<file path="src/rtl/io_pkg.sv">
// Shared definitions for the board IO block: register addresses, scan states and the
// hex-to-seven-segment table (active-low cathodes, {dp,g..a}).
package io_pkg;

    localparam int unsigned IO_WIDTH = 16;

    localparam logic [31:0] LED_ADDR = 32'hFFFF_FC60;
    localparam logic [31:0] SW_ADDR  = 32'hFFFF_FC70;
    localparam logic [31:0] SEG_ADDR = 32'hFFFF_FC80;

    typedef enum logic [1:0] {
        Dig0 = 2'd0,
        Dig1 = 2'd1,
        Dig2 = 2'd2,
        Dig3 = 2'd3
    } scan_state_e;

    // Decimal point is held off (bit 7 high) in every entry.
    localparam logic [7:0] HEX_SEG [16] = '{
        8'hC0, 8'hF9, 8'hA4, 8'hB0, 8'h99, 8'h92, 8'h82, 8'hF8,
        8'h80, 8'h90, 8'h88, 8'h83, 8'hC6, 8'hA1, 8'h86, 8'h8E
    };

    function automatic logic [7:0] hex_to_seg(input logic [3:0] nib);
        return HEX_SEG[nib];
    endfunction

endpackage

</file>
<file path="src/rtl/switch_debounce.sv">
// Two-flop synchroniser followed by a stability counter; a switch value is accepted only
// after it has been seen unchanged for DEBOUNCE_CYCLES consecutive cycles.
module switch_debounce
    import io_pkg::*;
#(
    parameter int unsigned DEBOUNCE_CYCLES = 1000000
) (
    input  logic                clock,
    input  logic                rst,
    input  logic [IO_WIDTH-1:0] sw_raw_i,
    output logic [IO_WIDTH-1:0] sw_db_o
);

    localparam int unsigned CntW = (DEBOUNCE_CYCLES > 1) ? $clog2(DEBOUNCE_CYCLES) : 1;
    localparam logic [CntW-1:0] CntMax = CntW'(DEBOUNCE_CYCLES - 1);

    logic [IO_WIDTH-1:0] sync1_q, sync2_q;
    logic [IO_WIDTH-1:0] cand_q, cand_d;
    logic [IO_WIDTH-1:0] db_q, db_d;
    logic [CntW-1:0]     cnt_q, cnt_d;

    always_comb begin
        cand_d = cand_q;
        cnt_d  = cnt_q;
        db_d   = db_q;
        if (sync2_q != cand_q) begin
            cand_d = sync2_q;
            cnt_d  = '0;
        end else if (cnt_q < CntMax) begin
            cnt_d = cnt_q + CntW'(1);
        end else begin
            // Counter saturates; the stable candidate keeps being published.
            db_d = cand_q;
        end
    end

    always_ff @(posedge clock or negedge rst) begin
        if (!rst) begin
            sync1_q <= '0;
            sync2_q <= '0;
            cand_q  <= '0;
            cnt_q   <= '0;
            db_q    <= '0;
        end else begin
            sync1_q <= sw_raw_i;
            sync2_q <= sync1_q;
            cand_q  <= cand_d;
            cnt_q   <= cnt_d;
            db_q    <= db_d;
        end
    end

    assign sw_db_o = db_q;

endmodule

</file>
<file path="src/rtl/io_ctrl.sv">
// Memory-mapped board IO: LED register, debounced switch readback and a multiplexed
// four-digit seven-segment display driven from a 16-bit hex value.
module io_ctrl
    import io_pkg::*;
#(
    parameter int unsigned DEBOUNCE_CYCLES = 1000000,
    parameter int unsigned SCAN_CYCLES     = 100000
) (
    input  logic        clock,
    input  logic        rst,
    input  logic        io_read,
    input  logic        io_write,
    input  logic [31:0] addr,
    input  logic [31:0] wdata,
    input  logic [15:0] switch,
    output logic [15:0] io_rdata,
    output logic [15:0] led,
    output logic [7:0]  seg,
    output logic [3:0]  an
);

    localparam int unsigned ScanW = (SCAN_CYCLES > 1) ? $clog2(SCAN_CYCLES) : 1;
    localparam logic [ScanW-1:0] ScanMax = ScanW'(SCAN_CYCLES - 1);

    logic [IO_WIDTH-1:0] led_q, led_d;
    logic [IO_WIDTH-1:0] seg_val_q, seg_val_d;
    logic [IO_WIDTH-1:0] sw_db;
    logic [ScanW-1:0]    scan_cnt_q, scan_cnt_d;
    scan_state_e         state_q, state_d;
    logic [3:0]          nibble;
    logic                unused_wdata;

    assign unused_wdata = ^wdata[31:16];

    switch_debounce #(
        .DEBOUNCE_CYCLES(DEBOUNCE_CYCLES)
    ) u_switch_debounce (
        .clock   (clock),
        .rst     (rst),
        .sw_raw_i(switch),
        .sw_db_o (sw_db)
    );

    always_comb begin
        led_d     = led_q;
        seg_val_d = seg_val_q;
        if (io_write) begin
            if (addr == LED_ADDR) led_d = wdata[15:0];
            if (addr == SEG_ADDR) seg_val_d = wdata[15:0];
        end
    end

    // Reads see register contents before any same-cycle write lands.
    always_comb begin
        io_rdata = '0;
        if (io_read) begin
            if (addr == SW_ADDR)       io_rdata = sw_db;
            else if (addr == LED_ADDR) io_rdata = led_q;
            else if (addr == SEG_ADDR) io_rdata = seg_val_q;
        end
    end

    always_comb begin
        scan_cnt_d = scan_cnt_q + ScanW'(1);
        state_d    = state_q;
        if (scan_cnt_q == ScanMax) begin
            scan_cnt_d = '0;
            unique case (state_q)
                Dig0: state_d = Dig1;
                Dig1: state_d = Dig2;
                Dig2: state_d = Dig3;
                Dig3: state_d = Dig0;
            endcase
        end
    end

    always_ff @(posedge clock or negedge rst) begin
        if (!rst) begin
            led_q      <= '0;
            seg_val_q  <= '0;
            scan_cnt_q <= '0;
            state_q    <= Dig0;
        end else begin
            led_q      <= led_d;
            seg_val_q  <= seg_val_d;
            scan_cnt_q <= scan_cnt_d;
            state_q    <= state_d;
        end
    end

    always_comb begin
        an     = 4'b1111;
        nibble = seg_val_q[3:0];
        unique case (state_q)
            Dig0: begin an = 4'b1110; nibble = seg_val_q[3:0];   end
            Dig1: begin an = 4'b1101; nibble = seg_val_q[7:4];   end
            Dig2: begin an = 4'b1011; nibble = seg_val_q[11:8];  end
            Dig3: begin an = 4'b0111; nibble = seg_val_q[15:12]; end
        endcase
        seg = hex_to_seg(nibble);
    end

    assign led = led_q;

endmodule

</file>
<file path="config.mk">
export PLATFORM = sky130hd
export DESIGN_NAME = io_ctrl
export DESIGN_NICKNAME = d
export VERILOG_FILES = /design/src/rtl/io_pkg.sv /design/src/rtl/switch_debounce.sv /design/src/rtl/io_ctrl.sv
export SDC_FILE = /design/constraint.sdc
export NUM_CORES = 1
export LEC_CHECK = 0
export CORE_MARGIN = 4
export CORE_UTILIZATION = 52
export CTS_CLUSTER_SIZE = 40
export DETAILED_ROUTE_END_ITERATION = 16
export PLACE_DENSITY = 0.84
export SLEW_MARGIN = 25
export SYNTH_ARGS = -nofsm -noshare
export SYNTH_HDL_FRONTEND = slang
export SYNTH_HIERARCHICAL = 1
export SYNTH_SLANG_ARGS = --single-unit
</file>
<file path="constraint.sdc">
create_clock -name clock -period 3.1 [get_ports clock]
set_clock_uncertainty 0.15 [all_clocks]
set_input_delay 0.31 -clock clock [delete_from_list [all_inputs] [get_ports clock]]
set_output_delay 0.31 -clock clock [all_outputs]
set_load 0.005 [all_outputs]
</file>
-- After elaboration in Yosys (flattened, before gate mapping)
Memory sizes are Yosys's and may differ from the RTL's.
Cells that the tools add are included.
- flip-flop bits (word level): 135
- ROM bits: 128
- bits of input ports: 84
- word-level logic and storage cells: 42
- memories: 1
- memory list (memory ; depth ; bits a word ; rd ports ; clocked after memory_dff ; wr ports ; RTL line ; text):
    (name not given) ; 16 ; 8 ; 1 ; 0 ; 0 ; io_pkg.sv:25 ; return HEX_SEG[nib];
- $add $sub $neg: 2
- order comparisons: 2
- eq/ne operators: 8
- muxes and demuxes: 12
- bitwise gates (word level): 3
- reductions and logical operators: 5
- operators by type and width (kind ; count):
    32-bit == test, second input constant ; 3
    16-bit 2-to-1 mux ; 4
    20-bit 2-to-1 mux ; 2
    4-bit case mux with 4 select lines ; 2
    20-bit by 1-bit adder with 20-bit output, second input constant ; 1
    20-bit < comparator, second input constant ; 1
    17-bit by 1-bit adder with 17-bit output, second input constant ; 1
    17-bit == test, second input constant ; 1
    17-bit 2-to-1 mux ; 1
    8-bit 2-to-1 mux ; 2
    16-bit != test ; 1
    2-bit case mux with 4 select lines ; 1
    2-bit AND reduction ; 3
    5-bit >= comparator, second input constant ; 1
    4-bit inverter with 5-bit output ; 1
    2-bit == test, second input constant ; 2
    2-bit by 1-bit == test with 1-bit output, second input constant ; 1
    2-bit logical NOT ; 1
    1-bit inverter ; 2
    2-bit nonzero test ; 1

-- Logic depth before layout (Yosys ltp)
- depth in word-level cells: 6
- gate-level depth with buffers: 9

-- Cells and area by module
The synthesis kept the hierarchy.
- by module, submodules not included (module ; instances ; cells an instance ; area an instance (um^2) ; sequential area each (um^2)):
    switch_debounce ; 1 ; 241 ; 3216.8 ; 2102.0
    io_ctrl ; 1 ; 294 ; 3069.2 ; 1276.2

-- Least setup slack after synthesis
No wires, ideal clock.
- kind: reg-to-reg
- start point: reg u_switch_debounce.cnt_q[0]
- end point: reg u_switch_debounce.db_q[10], in the netlist u_switch_debounce/sw_db_o[10]
- library setup time: 0.125 ns
- arrival: 2.121 ns
- data required time: 2.825 ns
- setup slack: 0.704 ns
- cell stages (with the launch flop): 10
- path buffers: 3
- clock period less this slack: 2.396 ns
- cells stage by stage: dfrtp_1 > ha_1 > nand4_1 > or3_1 > buf_6 > o21a_4 > or2_1 > buf_6 > buf_12 > mux2_4
- cells in the longest elaborated chain, start to end: 3
- RTL lines (element ; RTL line ; text):
    start, declared ; switch_debounce.sv:20 ; logic [CntW-1:0] cnt_q, cnt_d;
    start signal, assigned ; switch_debounce.sv:48 ; cnt_q <= cnt_d;
    20-bit < comparator ; switch_debounce.sv:29 ; end else if (cnt_q < CntMax) begin
    1-bit inverter (no source line) ; -- ;
    2-bit AND reduction (no source line) ; -- ;
    end signal, assigned ; switch_debounce.sv:43 ; db_q <= '0;
    end signal, assigned ; switch_debounce.sv:49 ; db_q <= db_d;
    end, declared ; switch_debounce.sv:19 ; logic [IO_WIDTH-1:0] db_q, db_d;
No other way between the ends.
A chain may end at the register's enable or synchronous reset.

-- Final worst setup path
- start point: reg state_q[0]
- end point: out seg[1]
- cells in the longest elaborated chain, start to end: 6
- RTL lines (element ; RTL line ; text):
    start, declared ; io_ctrl.sv:29 ; scan_state_e state_q, state_d;
    start signal, assigned ; io_ctrl.sv:82 ; state_q <= Dig0;
    start signal, assigned ; io_ctrl.sv:87 ; state_q <= state_d;
    2-bit == test, or another cell as far along ; io_ctrl.sv:94 ; unique case (state_q)
    4-bit case mux with 4 select lines * ; io_ctrl.sv:94 ;
    4-bit inverter with 5-bit output (implied by the code) * ; io_pkg.sv:25 ;
    memory 16 x 8 bit * ; -- ;
    8-bit 2-to-1 mux (implied by the code) * (2 in series) ; io_pkg.sv:25 ;
    end, declared ; io_ctrl.sv:18 ; output logic [7:0] seg,
Every way passes the cells marked *; elsewhere a longest branch is shown, timed or not. The select of a mux whose other input is x is not followed.

==> flow_summary.ini <==
[global_route]
grt_pass1_wl_mm = 25.74
grt_overflow = 0
grt_max_degree = 49
antenna_found_initial = 0
grt_pass1_vias = 4994
track_usage = 0.2306

[power]
finalPower_mw = 4.161
ir_drop_mv = 0.3060
total_leakage_power_nw = 3.727
p_per_area_nw_per_um2 = 501.2

[sta]
whs_ns = 0.1755
rsz0062_at_grt = yes
fin_setup_tns_ns = 0
slew_headroom = 0.4224
fin_ws_ns = 0.08846
worstMarginPinSlew_ns = 0.8665
hold_viol = 0
fmax_mhz = 332.1
period_share = 0.9715
setup_viol = 0
period_minus_slack_ns = 3.012
report.final.slew_viol_count = 0

[floorplan]
chipHeight_um = 117.9
dieArea_um2 = 13910
die_x_um = 117.9
top_level_ports = 128
core_area_um2 = 11610
start_util = 0.5413
rows = 39

[setup_path]
r2r_slack_ns = 0.27
worstSetupPathType = flip-flop to output pin
required_ns = 2.64
crit_fanout = 6
start_kind = flip-flop
arrival_ns = 2.55
cp-end-kind = output pin

[clock_tree]
cts.path.max_buffers = 2
clock-root-buffer = clkbuf_16
cts_sinks = 135
ctsHtreeMaxLevel = 4
clk-insertion-delay-late_ns = 0.42
path_clk_slew_ns = 0.06
cts_tree = yes
numCtsBuffers = 17

[finish]
drive_above_1_share = 0.2072
num-fill-cells = 745
most-common-layout-cells = dfrtp_1, clkdlybuf4s50_1, nor2_1
fin_area_um2 = 8303
final_nets = 754
layout_commonest_cell = dfrtp_1
syn_to_final_growth_pct = 32.09
diodes = 0
fin_cells = 814
utilization = 0.7149

[yosys]
synth.distinct_cells = 56
ys_seq_elements = 135
synth_cells = 535
syn-cell-area_um2 = 6286
yosysSeqAreaShare = 0.5374
ys.flop_type = dfrtp_1
async_flop_share = 1.000
synth_edf_count = 0
syn_area_per_cell_um2 = 11.75
syn-num-nets = 631
yosysWarnings = 6

[drt]
vias = 4712
drt_iter0_markers = 341
wire_per_inst_um = 19.58
drtPass1Iterations = 7
ant_nets = 0
viasPerCell = 5.789
finalWirelength_mm = 15.94
drc = 0

[status]
outcome = complete, no violations

[place]
hpwlAfterDp_mm = 10.47
placed_cell_area_um2 = 7512
gp_congestion = 0.8493
io_buffers = 110
post-place-cells = 771
post-place-ws_ns = 0.09566

[worst_hold_path]
hp-class = primary input to flip-flop

[job]
maxCapViolations = 0
-- flip-flops by register name (all words and copies together), names as in the netlist --
| register | cells |
|---|---|
| seg_val_q | 16 |
| u_switch_debounce/cand_q | 16 |
| led | 16 |
| u_switch_debounce/sync1_q | 16 |
| scan_cnt_q | 17 |
| u_switch_debounce/cnt_q | 20 |
| u_switch_debounce/sw_db_o | 16 |
| u_switch_debounce/sync2_q | 16 |
| state_q | 2 |
-- cells by family after synthesis --
family	count (synthesis)	share of synthesized area
muxes	60	0.1236
AOI/OAI and AO/OA	79	0.08479
xor gates and xnor gates	40	0.05573
buffers and inverters	55	0.04160
adders and majority gates	12	0.02388
and+or+nand+nor	153	0.1324
other	1	0.0005966
DFF	135	0.5374
-- synth_stat cells, types with 2 or more instances --
library cell / instances / area, um2
dfrtp_1: 135 / 3378
nor2_1: 46 / 172.7
mux2_4: 30 / 450.4
nand2_1: 28 / 105.1
xor2_1: 28 / 245.2
clkbuf_1: 25 / 93.84
o21ai_0: 24 / 120.1
mux2_2: 21 / 236.5
inv_1: 20 / 75.07
a211oi_1: 16 / 120.1
ha_1: 12 / 150.1
xnor2_1: 12 / 105.1
a21oi_1: 11 / 55.05
nand4_1: 11 / 68.82
nand3_1: 10 / 50.05
mux2i_1: 9 / 90.09
and3_1: 7 / 43.79
nor3_1: 7 / 35.03
or3_1: 7 / 43.79
o211ai_1: 6 / 45.04
nor2b_1: 5 / 31.28
nor4_1: 5 / 31.28
buf_2: 4 / 20.02
buf_6: 4 / 45.04
o2111ai_1: 4 / 35.03
a222oi_1: 3 / 30.03
and2_1: 3 / 18.77
nand4_2: 3 / 37.54
o22ai_1: 3 / 18.77
o31ai_1: 3 / 22.52
or2_2: 3 / 18.77
or4_1: 3 / 22.52
nand4b_1: 2 / 17.52
nand4bb_1: 2 / 22.52
nor4_2: 2 / 25.02
-- worst paths after layout --
kind | startpoint | depth (start not counted) | end
worst max-delay path | state_q[0]$_DFFE_PN0N_ | 10 | seg[1]
worst min-delay path | switch[2] | 1 | u_switch_debounce/sync1_q[2]$_DFF_PN0_
worst max register to register | u_switch_debounce/cnt_q[0]$_DFFE_PN0P_ | 6 | u_switch_debounce/sw_db_o[12]$_DFFE_PN0P_
worst min register to register | u_switch_debounce/sync1_q[2]$_DFF_PN0_ | 0 | u_switch_debounce/sync2_q[2]$_DFF_PN0_
max in group asynchronous | rst | 3 | u_switch_debounce/sw_db_o[4]$_DFFE_PN0P_
min in group asynchronous | rst | 2 | led[12]$_DFFE_PN0P_
-- worst max-delay path: stages, from the launching register on --
cell	delay [ns]
dfrtp_1	0.40
inv_2	0.08
ha_4	0.19
buf_4	0.13
a22oi_1	0.20
a22o_1	0.23
buf_6	0.14
ha_1	0.24
mux2i_1	0.15
o21ai_0	0.09
dlygate4sd2_1	0.28
-- per-layer routing --
layer | GRT usage | vias to the layer above | routed length [um]
met5 | 0 | - | 0
met4 | 0.09597 | 0 | 503
met3 | 0.06535 | 42 | 1124
met2 | 0.4068 | 215 | 8217
met1 | 0.2625 | 2331 | 6092
li1 | - | 2124 | -
-- where the power goes --
| group | total (mW) | leakage, nW | internal [mW] | switching, mW |
|---|---|---|---|---|
| logic | 0.174 | 1.66 | 0.0961 | 0.0775 |
| clock network | 2.17 | 0.306 | 1.37 | 0.801 |
| registers | 1.82 | 1.76 | 1.79 | 0.0212 |
-- area by class of cell --
| type | instances | area [um2] | area share |
|---|---|---|---|
| inverter | 20 | 75.07 | 0.009042 |
| clock buffer | 18 | 429.2 | 0.05169 |
| clock inverter | 14 | 210.2 | 0.02532 |
| timing repair buffer | 139 | 1318 | 0.1587 |
| multi-input combinational | 345 | 2713 | 0.3267 |
| tap | 143 | 178.9 | 0.02155 |
| sequential | 135 | 3379 | 0.4070 |
-- what timing repair did --
| item | 4_1_cts | 5_1_grt |
|---|---|---|
| pin swaps | 5 | 3 |
| hold buffers | 1 | 0 |
| setup endpoints to repair | 7 | 14 |
| hold endpoints to repair | 44 | 0 |
| buffers inserted | 7 | 3 |
| gates resized for setup | 21 | 9 |
No activity file was read; power rests on OpenSTA's default activity.
